===== src/rtl/sccb_slave_if.sv =====
`default_nettype none
// +------------------------------------------------------------------+
// | sccb_slave_if : SCCB pins and register-bus signals of sccb_slave  |
// | Rev 1.0                                                           |
// +------------------------------------------------------------------+
interface sccb_slave_if;
  logic        scl;
  logic        sda_i;
  logic        sda_o;
  logic        sda_oe;
  logic        reg_wr;
  logic        reg_rd;
  logic [15:0] reg_addr;
  logic [7:0]  reg_wdata;
  logic [7:0]  reg_rdata;
  logic        busy;

  modport slave (
    input  scl, sda_i, reg_rdata,
    output sda_o, sda_oe, reg_wr, reg_rd, reg_addr, reg_wdata, busy
  );

  modport master (
    output scl, sda_i, reg_rdata,
    input  sda_o, sda_oe, reg_wr, reg_rd, reg_addr, reg_wdata, busy
  );
endinterface
`default_nettype wire


===== src/rtl/sccb_slave.sv =====
`default_nettype none
// +------------------------------------------------------------------+
// | sccb_slave : SCCB/I2C responder, 16-bit register pointer, 8-bit   |
// | data, single-cycle register-bus strobes.           Rev 1.0        |
// +------------------------------------------------------------------+
module sccb_slave #(
  parameter logic [6:0] DEV_ADDR = 7'h3C
) (
  input wire          clk,
  input wire          rst_n,
  sccb_slave_if.slave bus
);

  typedef enum logic [3:0] {
    S_IDLE, S_DEVA, S_DACK, S_AH, S_AHACK, S_AL, S_ALACK,
    S_WDAT, S_WACK, S_RDAT, S_MACK, S_IGNORE
  } state_t;

  state_t      r_state;
  logic        r_scl_s1, r_scl_s2, r_scl_d;
  logic        r_sda_s1, r_sda_s2, r_sda_d;
  logic [3:0]  r_bit_cnt;
  logic [7:0]  r_rx;
  logic [7:0]  r_tx;
  logic [7:0]  r_addr_hi;
  logic [7:0]  r_wdata;
  logic [15:0] r_ptr;
  logic        r_rw;
  logic        r_rd_req;
  logic        r_reg_wr;
  logic        r_reg_rd;
  logic        r_sda_oe;
  logic        r_busy;

  logic        w_scl_rise, w_scl_fall, w_start, w_stop, w_last_bit;
  logic [7:0]  w_byte;

  assign w_scl_rise = r_scl_s2 & ~r_scl_d;
  assign w_scl_fall = ~r_scl_s2 & r_scl_d;
  assign w_start    = r_scl_s2 & r_scl_d & r_sda_d & ~r_sda_s2;
  assign w_stop     = r_scl_s2 & r_scl_d & ~r_sda_d & r_sda_s2;
  assign w_byte     = {r_rx[6:0], r_sda_s2};
  assign w_last_bit = (r_bit_cnt == 4'd7);

  assign bus.sda_o     = 1'b0;
  assign bus.sda_oe    = r_sda_oe;
  assign bus.reg_wr    = r_reg_wr;
  assign bus.reg_rd    = r_reg_rd;
  assign bus.reg_addr  = r_ptr;
  assign bus.reg_wdata = r_wdata;
  assign bus.busy      = r_busy;

  // Synchronizers idle high so leaving reset never looks like a START.
  always_ff @(posedge clk) begin
    if (!rst_n) begin
      r_scl_s1 <= 1'b1;
      r_scl_s2 <= 1'b1;
      r_scl_d  <= 1'b1;
      r_sda_s1 <= 1'b1;
      r_sda_s2 <= 1'b1;
      r_sda_d  <= 1'b1;
    end else begin
      r_scl_s1 <= bus.scl;
      r_scl_s2 <= r_scl_s1;
      r_scl_d  <= r_scl_s2;
      r_sda_s1 <= bus.sda_i;
      r_sda_s2 <= r_sda_s1;
      r_sda_d  <= r_sda_s2;
    end
  end

  always_ff @(posedge clk) begin
    if (!rst_n) begin
      r_state   <= S_IDLE;
      r_bit_cnt <= 4'd0;
      r_rx      <= 8'd0;
      r_tx      <= 8'd0;
      r_addr_hi <= 8'd0;
      r_wdata   <= 8'd0;
      r_ptr     <= 16'd0;
      r_rw      <= 1'b0;
      r_rd_req  <= 1'b0;
      r_reg_wr  <= 1'b0;
      r_reg_rd  <= 1'b0;
      r_sda_oe  <= 1'b0;
      r_busy    <= 1'b0;
    end else begin
      r_reg_wr <= 1'b0;
      r_reg_rd <= r_rd_req;
      r_rd_req <= 1'b0;
      if (r_reg_wr) r_ptr <= r_ptr + 16'd1;
      if (r_reg_rd) r_tx <= bus.reg_rdata;

      if (w_start) begin
        r_state   <= S_DEVA;
        r_bit_cnt <= 4'd0;
        r_sda_oe  <= 1'b0;
      end else if (w_stop) begin
        r_state  <= S_IDLE;
        r_sda_oe <= 1'b0;
        r_busy   <= 1'b0;
      end else begin
        case (r_state)
          S_DEVA, S_AH, S_AL, S_WDAT: begin
            if (w_scl_rise) begin
              r_rx      <= w_byte;
              r_bit_cnt <= r_bit_cnt + 4'd1;
              if (w_last_bit) begin
                r_bit_cnt <= 4'd0;
                case (r_state)
                  S_DEVA: begin
                    if (w_byte[7:1] == DEV_ADDR) begin
                      r_busy   <= 1'b1;
                      r_rw     <= w_byte[0];
                      r_reg_rd <= w_byte[0];
                      r_state  <= S_DACK;
                    end else begin
                      r_busy  <= 1'b0;
                      r_state <= S_IGNORE;
                    end
                  end
                  S_AH: begin
                    r_addr_hi <= w_byte;
                    r_state   <= S_AHACK;
                  end
                  S_AL: begin
                    r_ptr   <= {r_addr_hi, w_byte};
                    r_state <= S_ALACK;
                  end
                  default: begin
                    r_reg_wr <= 1'b1;
                    r_wdata  <= w_byte;
                    r_state  <= S_WACK;
                  end
                endcase
              end
            end
          end
          // First fall pulls SDA low for the ACK, second fall ends the slot.
          S_DACK, S_AHACK, S_ALACK, S_WACK: begin
            if (w_scl_fall) begin
              if (!r_sda_oe) begin
                r_sda_oe <= 1'b1;
              end else begin
                r_sda_oe  <= 1'b0;
                r_bit_cnt <= 4'd0;
                case (r_state)
                  S_DACK: begin
                    if (r_rw) begin
                      r_state  <= S_RDAT;
                      r_sda_oe <= ~r_tx[7];
                      r_tx     <= {r_tx[6:0], 1'b1};
                    end else begin
                      r_state <= S_AH;
                    end
                  end
                  S_AHACK: r_state <= S_AL;
                  default: r_state <= S_WDAT;
                endcase
              end
            end
          end
          S_RDAT: begin
            if (w_scl_rise) begin
              r_bit_cnt <= r_bit_cnt + 4'd1;
            end else if (w_scl_fall) begin
              if (r_bit_cnt == 4'd8) begin
                r_sda_oe <= 1'b0;
                r_state  <= S_MACK;
              end else begin
                r_sda_oe <= ~r_tx[7];
                r_tx     <= {r_tx[6:0], 1'b1};
              end
            end
          end
          // A fall in MACK can only follow an ACKed rise; NACK leaves first.
          S_MACK: begin
            if (w_scl_rise) begin
              if (r_sda_s2) begin
                r_busy  <= 1'b0;
                r_state <= S_IGNORE;
              end else begin
                r_ptr    <= r_ptr + 16'd1;
                r_rd_req <= 1'b1;
              end
            end else if (w_scl_fall) begin
              r_state   <= S_RDAT;
              r_bit_cnt <= 4'd0;
              r_sda_oe  <= ~r_tx[7];
              r_tx      <= {r_tx[6:0], 1'b1};
            end
          end
          default: ;
        endcase
      end
    end
  end

endmodule
`default_nettype wire

===== src/flat_wrapper.sv =====
// flat-port wrapper written by rule: the top's interface ports become plain ports
module sccb_slave_flat 
#(
  parameter logic [6:0] DEV_ADDR = 7'h3C
)
  (clk, rst_n, bus_scl, bus_sda_i, bus_reg_rdata, bus_sda_o, bus_sda_oe, bus_reg_wr, bus_reg_rd, bus_reg_addr, bus_reg_wdata, bus_busy);
  sccb_slave_if bus_i ();
  input wire clk;
  input wire rst_n;
  input wire logic [$bits(bus_i.scl)-1:0] bus_scl;
  input wire logic [$bits(bus_i.sda_i)-1:0] bus_sda_i;
  input wire logic [$bits(bus_i.reg_rdata)-1:0] bus_reg_rdata;
  output wire logic [$bits(bus_i.sda_o)-1:0] bus_sda_o;
  output wire logic [$bits(bus_i.sda_oe)-1:0] bus_sda_oe;
  output wire logic [$bits(bus_i.reg_wr)-1:0] bus_reg_wr;
  output wire logic [$bits(bus_i.reg_rd)-1:0] bus_reg_rd;
  output wire logic [$bits(bus_i.reg_addr)-1:0] bus_reg_addr;
  output wire logic [$bits(bus_i.reg_wdata)-1:0] bus_reg_wdata;
  output wire logic [$bits(bus_i.busy)-1:0] bus_busy;
  assign bus_i.scl = bus_scl;
  assign bus_i.sda_i = bus_sda_i;
  assign bus_i.reg_rdata = bus_reg_rdata;
  assign bus_sda_o = bus_i.sda_o;
  assign bus_sda_oe = bus_i.sda_oe;
  assign bus_reg_wr = bus_i.reg_wr;
  assign bus_reg_rd = bus_i.reg_rd;
  assign bus_reg_addr = bus_i.reg_addr;
  assign bus_reg_wdata = bus_i.reg_wdata;
  assign bus_busy = bus_i.busy;
  sccb_slave #(.DEV_ADDR(DEV_ADDR)) u_core (.clk(clk), .rst_n(rst_n), .bus(bus_i));
endmodule

===== config.mk =====
export PLATFORM = sky130hd
export DESIGN_NAME = sccb_slave_flat
export DESIGN_NICKNAME = d
export VERILOG_FILES = /design/src/rtl/sccb_slave_if.sv /design/src/rtl/sccb_slave.sv /design/src/flat_wrapper.sv
export SDC_FILE = /design/constraint.sdc
export NUM_CORES = 1
export LEC_CHECK = 0
export CAP_MARGIN = 20
export CORE_ASPECT_RATIO = 0.7
export CORE_MARGIN = 2
export CORE_UTILIZATION = 60
export DETAILED_ROUTE_END_ITERATION = 16
export GPL_ROUTABILITY_DRIVEN = 0
export GPL_TIMING_DRIVEN = 0
export HOLD_SLACK_MARGIN = 0.02
export MAX_ROUTING_LAYER = met4
export PLACE_DENSITY = 0.93
export SYNTH_ARGS = -nofsm -noshare
export SYNTH_HDL_FRONTEND = slang
export SYNTH_SLANG_ARGS = --single-unit

===== constraint.sdc =====
create_clock -name clk -period 2.95 [get_ports clk]
set_clock_uncertainty 0.15 [all_clocks]
set_input_delay 0.295 -clock clk [delete_from_list [all_inputs] [get_ports clk]]
set_output_delay 0.295 -clock clk [all_outputs]
set_load 0.02 [all_outputs]

==> impl_metrics.yaml <==
outcome:
  outcome: "completed"
synth:
  synth_area_leaders: "dfxtp_1 36%, mux2i_1 7.7%, nand2_1 3.7%"
  syn_area_um2: 3747
  syn_nets: 447
  yosysWarnings: 0
  synth_seq_cells: 67
  synth_ff_type: "dfxtp_1"
  synth_cells: 432
  synth_most_common_cell: "dfxtp_1"
  ys_seq_area_frac: 0.3579
  syn_avg_cell_area_um2: 8.674
  synth_top_cell_area_share: 0.3579
  synth_top_cell_by_area: "dfxtp_1"
  yosysUniqueCellTypes: 73
  synth_common_cells: "67 x dfxtp_1, 37 x nand2_1, 33 x nor2_1"
  synth-async-reset-ratio: 0
  synth-edff-count: 0
critical_path:
  worstPathCellList: "ha_1, nand3_1, nor3_1, and3_1, a21oi_1, a32o_1"
  crit_buf_inv: 0
  cp-end-kind: "flip-flop"
  crit_type: "reg2reg"
  start_kind: "flip-flop"
  reg2reg_from: "u_core.bus.reg_addr[0]$_SDFF_PN0_"
  cp_top_family: "simple AND/OR/NAND/NOR gates"
  cp.required_ns: 3.06
  critPathArrivalTime_ns: 2.74
  r2r_end: "u_core.bus.reg_addr[12]$_SDFF_PN0_"
  r2r_cells: 6
  path_depth: 6
  worst-path-max-fanout: 8
  cpMaxStageDelayCell: "nor3_1"
  cpPeakStageDelay_ns: 0.78
  ff2ff_setup_slack_ns: 0.31
clock_network:
  cts_resized: 0
  cts_setup_buffers: 0
  htreeDepth: 3
  cts_max_path_buffers: 2
  clk_pin_slew_ns: 0.08
  cts.sinks: 67
  cts_buffers: 9
  cts-root-buf: "clkbuf_8"
  cts_tree: "done"
  hold_buffers: 0
  clkLatencyLatePin_ns: 0.36
sta:
  worst_pin_slew_ns: 0.9828
  finalSetupTns_ns: 0
  max_slew_margin: 0.3398
  drv_slew: 0
  timing.final.crit_share: 0.8940
  fmax_mhz: 379.2
  finalCriticalPeriod_ns: 2.637
  hold_viol_final: 0
  holdWs_ns: 0.1614
  setup_viol: 0
  rsz0062_at_grt: "false"
routing:
  dr_total_vias: 3767
  wire_per_inst_um: 18.91
  final_antenna_net_count: 0
  routed_via_density: 6.679
  wl_mm: 10.67
  firstDrtPassIters: 7
  drt_iter0_drc: 604
  drc: 0
global_route:
  grt_pass1_vias: 3552
  grt_remaining_overflow: 0
  grt_max_degree: 14
  grt_util_all_layers: 0.3236
  grt_first_pass_wirelength_mm: 17.37
  antenna_found_initial: 0
place:
  hpwl_mm: 7.652
  io_buffer_count: 38
  placed_area_um2: 4225
power:
  power_density_nw_per_um2: 415.2
  max-vdd-ir-drop_uv: 305.0
  finalPower_mw: 1.847
  leakagePower_nw: 1.512
run:
  maxCapViolations: 0
finish:
  antenna_cells: 0
  syn_to_final_growth_pct: 18.70
  drive_gt1_frac: 0.1029
  stdcell_area_um2: 4448
  fill_cells: 445
  regArea_um2: 1341
  nets: 496
  multi_input_area_um2: 2217
min_path:
  hold_depth: 2
  min_from: "rst_n"
  holdPathEnd: "u_core.r_sda_d$_SDFF_PN1_"
  hp-class: "in2reg"
die:
  die_x_um: 98.46
  die_h_um: 70.12
  floorplan.initialDensity: 0.6117
  dieArea_um2: 6904
  ios: 41
  rows: 24
  core_area_um2: 6126
[worst max path at each step]
stage                                                 start                            endpoint
final                     u_core.bus.reg_addr[0]$_SDFF_PN0_  u_core.bus.reg_addr[12]$_SDFF_PN0_
after global routing      u_core.bus.reg_addr[0]$_SDFF_PN0_  u_core.bus.reg_addr[10]$_SDFF_PN0_
after CTS                 u_core.bus.reg_addr[0]$_SDFF_PN0_  u_core.bus.reg_addr[12]$_SDFF_PN0_
after detailed placement  u_core.bus.reg_addr[0]$_SDFF_PN0_  u_core.bus.reg_addr[12]$_SDFF_PN0_
after global placement       u_core.r_state[0]$_SDFFE_PN0P_  u_core.bus.reg_addr[13]$_SDFF_PN0_
after floorplan           u_core.bus.reg_addr[0]$_SDFF_PN0_  u_core.bus.reg_addr[10]$_SDFF_PN0_
[power by group]
part | switching [mW] | internal (mW) | leakage, nW
Clock | 0.383 | 0.481 | 0.110
Sequential | 0.00163 | 0.907 | 0.541
Combinational | 0.0467 | 0.0271 | 0.861
Total | 0.431 | 1.42 | 1.51
[through the flow]
step / util / setup slack [ns] / std cells
after floorplan: - / 0.7424 / 432
after global placement: 0.6897 / 0.5582 / 548
after detailed placement: 0.6897 / 0.4386 / 548
after CTS: 0.7261 / 0.4087 / 564
after global routing: 0.7261 / 0.1585 / 564
final: 0.7261 / 0.3128 / 564
[layout make-up]
| cell class | instances | area share |
|---|---|---|
| tap | 78 | 0.02194 |
| timing repair buffer | 38 | 0.08551 |
| buffer | 30 | 0.03319 |
| inverter | 11 | 0.009283 |
| multi-input combinational | 324 | 0.4985 |
| clock inverter | 7 | 0.02222 |
| clock buffer | 9 | 0.02785 |
| sequential | 67 | 0.3015 |
[flip-flops by register name (all words and copies together) (netlist names), 4 cells and up]
| register | cells |
|---|---|
| u_core.bus.reg_wdata | 8 |
| u_core.bus.reg_addr | 16 |
| u_core.r_addr_hi | 8 |
| u_core.r_bit_cnt | 4 |
| u_core.r_tx | 8 |
| u_core.r_state | 4 |
| u_core.r_rx | 7 |
[layout by cell type, fill, tap and decap left out, types with 13 or more instances in the layout]
master | synthesis | routed
a211oi_1 | 13 | 13
a21oi_1 | 20 | 20
clkbuf_1 | 14 | 14
clkdlybuf4s50_1 | 0 | 38
dfxtp_1 | 67 | 67
mux2i_1 | 29 | 29
nand2_1 | 37 | 37
nand3_1 | 15 | 15
nor2_1 | 33 | 33
nor3_1 | 16 | 16
o21ai_0 | 14 | 14
[per-layer routing]
layer	global-route usage	vias to the layer above	share of wire
met3	0.09309	26	0.12
li1	-	1721	-
met5	-	-	0
met1	0.4324	1781	0.42
met2	0.4709	239	0.44
met4	0.1142	0	0.020
[cell families after synthesis]
kind of cell / synth area share
XOR/XNOR: 0.03272
adder cells (fa/ha/maj): 0.01002
buffers and inverters: 0.05042
flip-flops: 0.3579
AND/OR/NAND/NOR: 0.2488
other: 0.001001
AO/OA/AOI/OAI: 0.2217
multiplexers: 0.07746
Power figures use the tool's default switching activity.
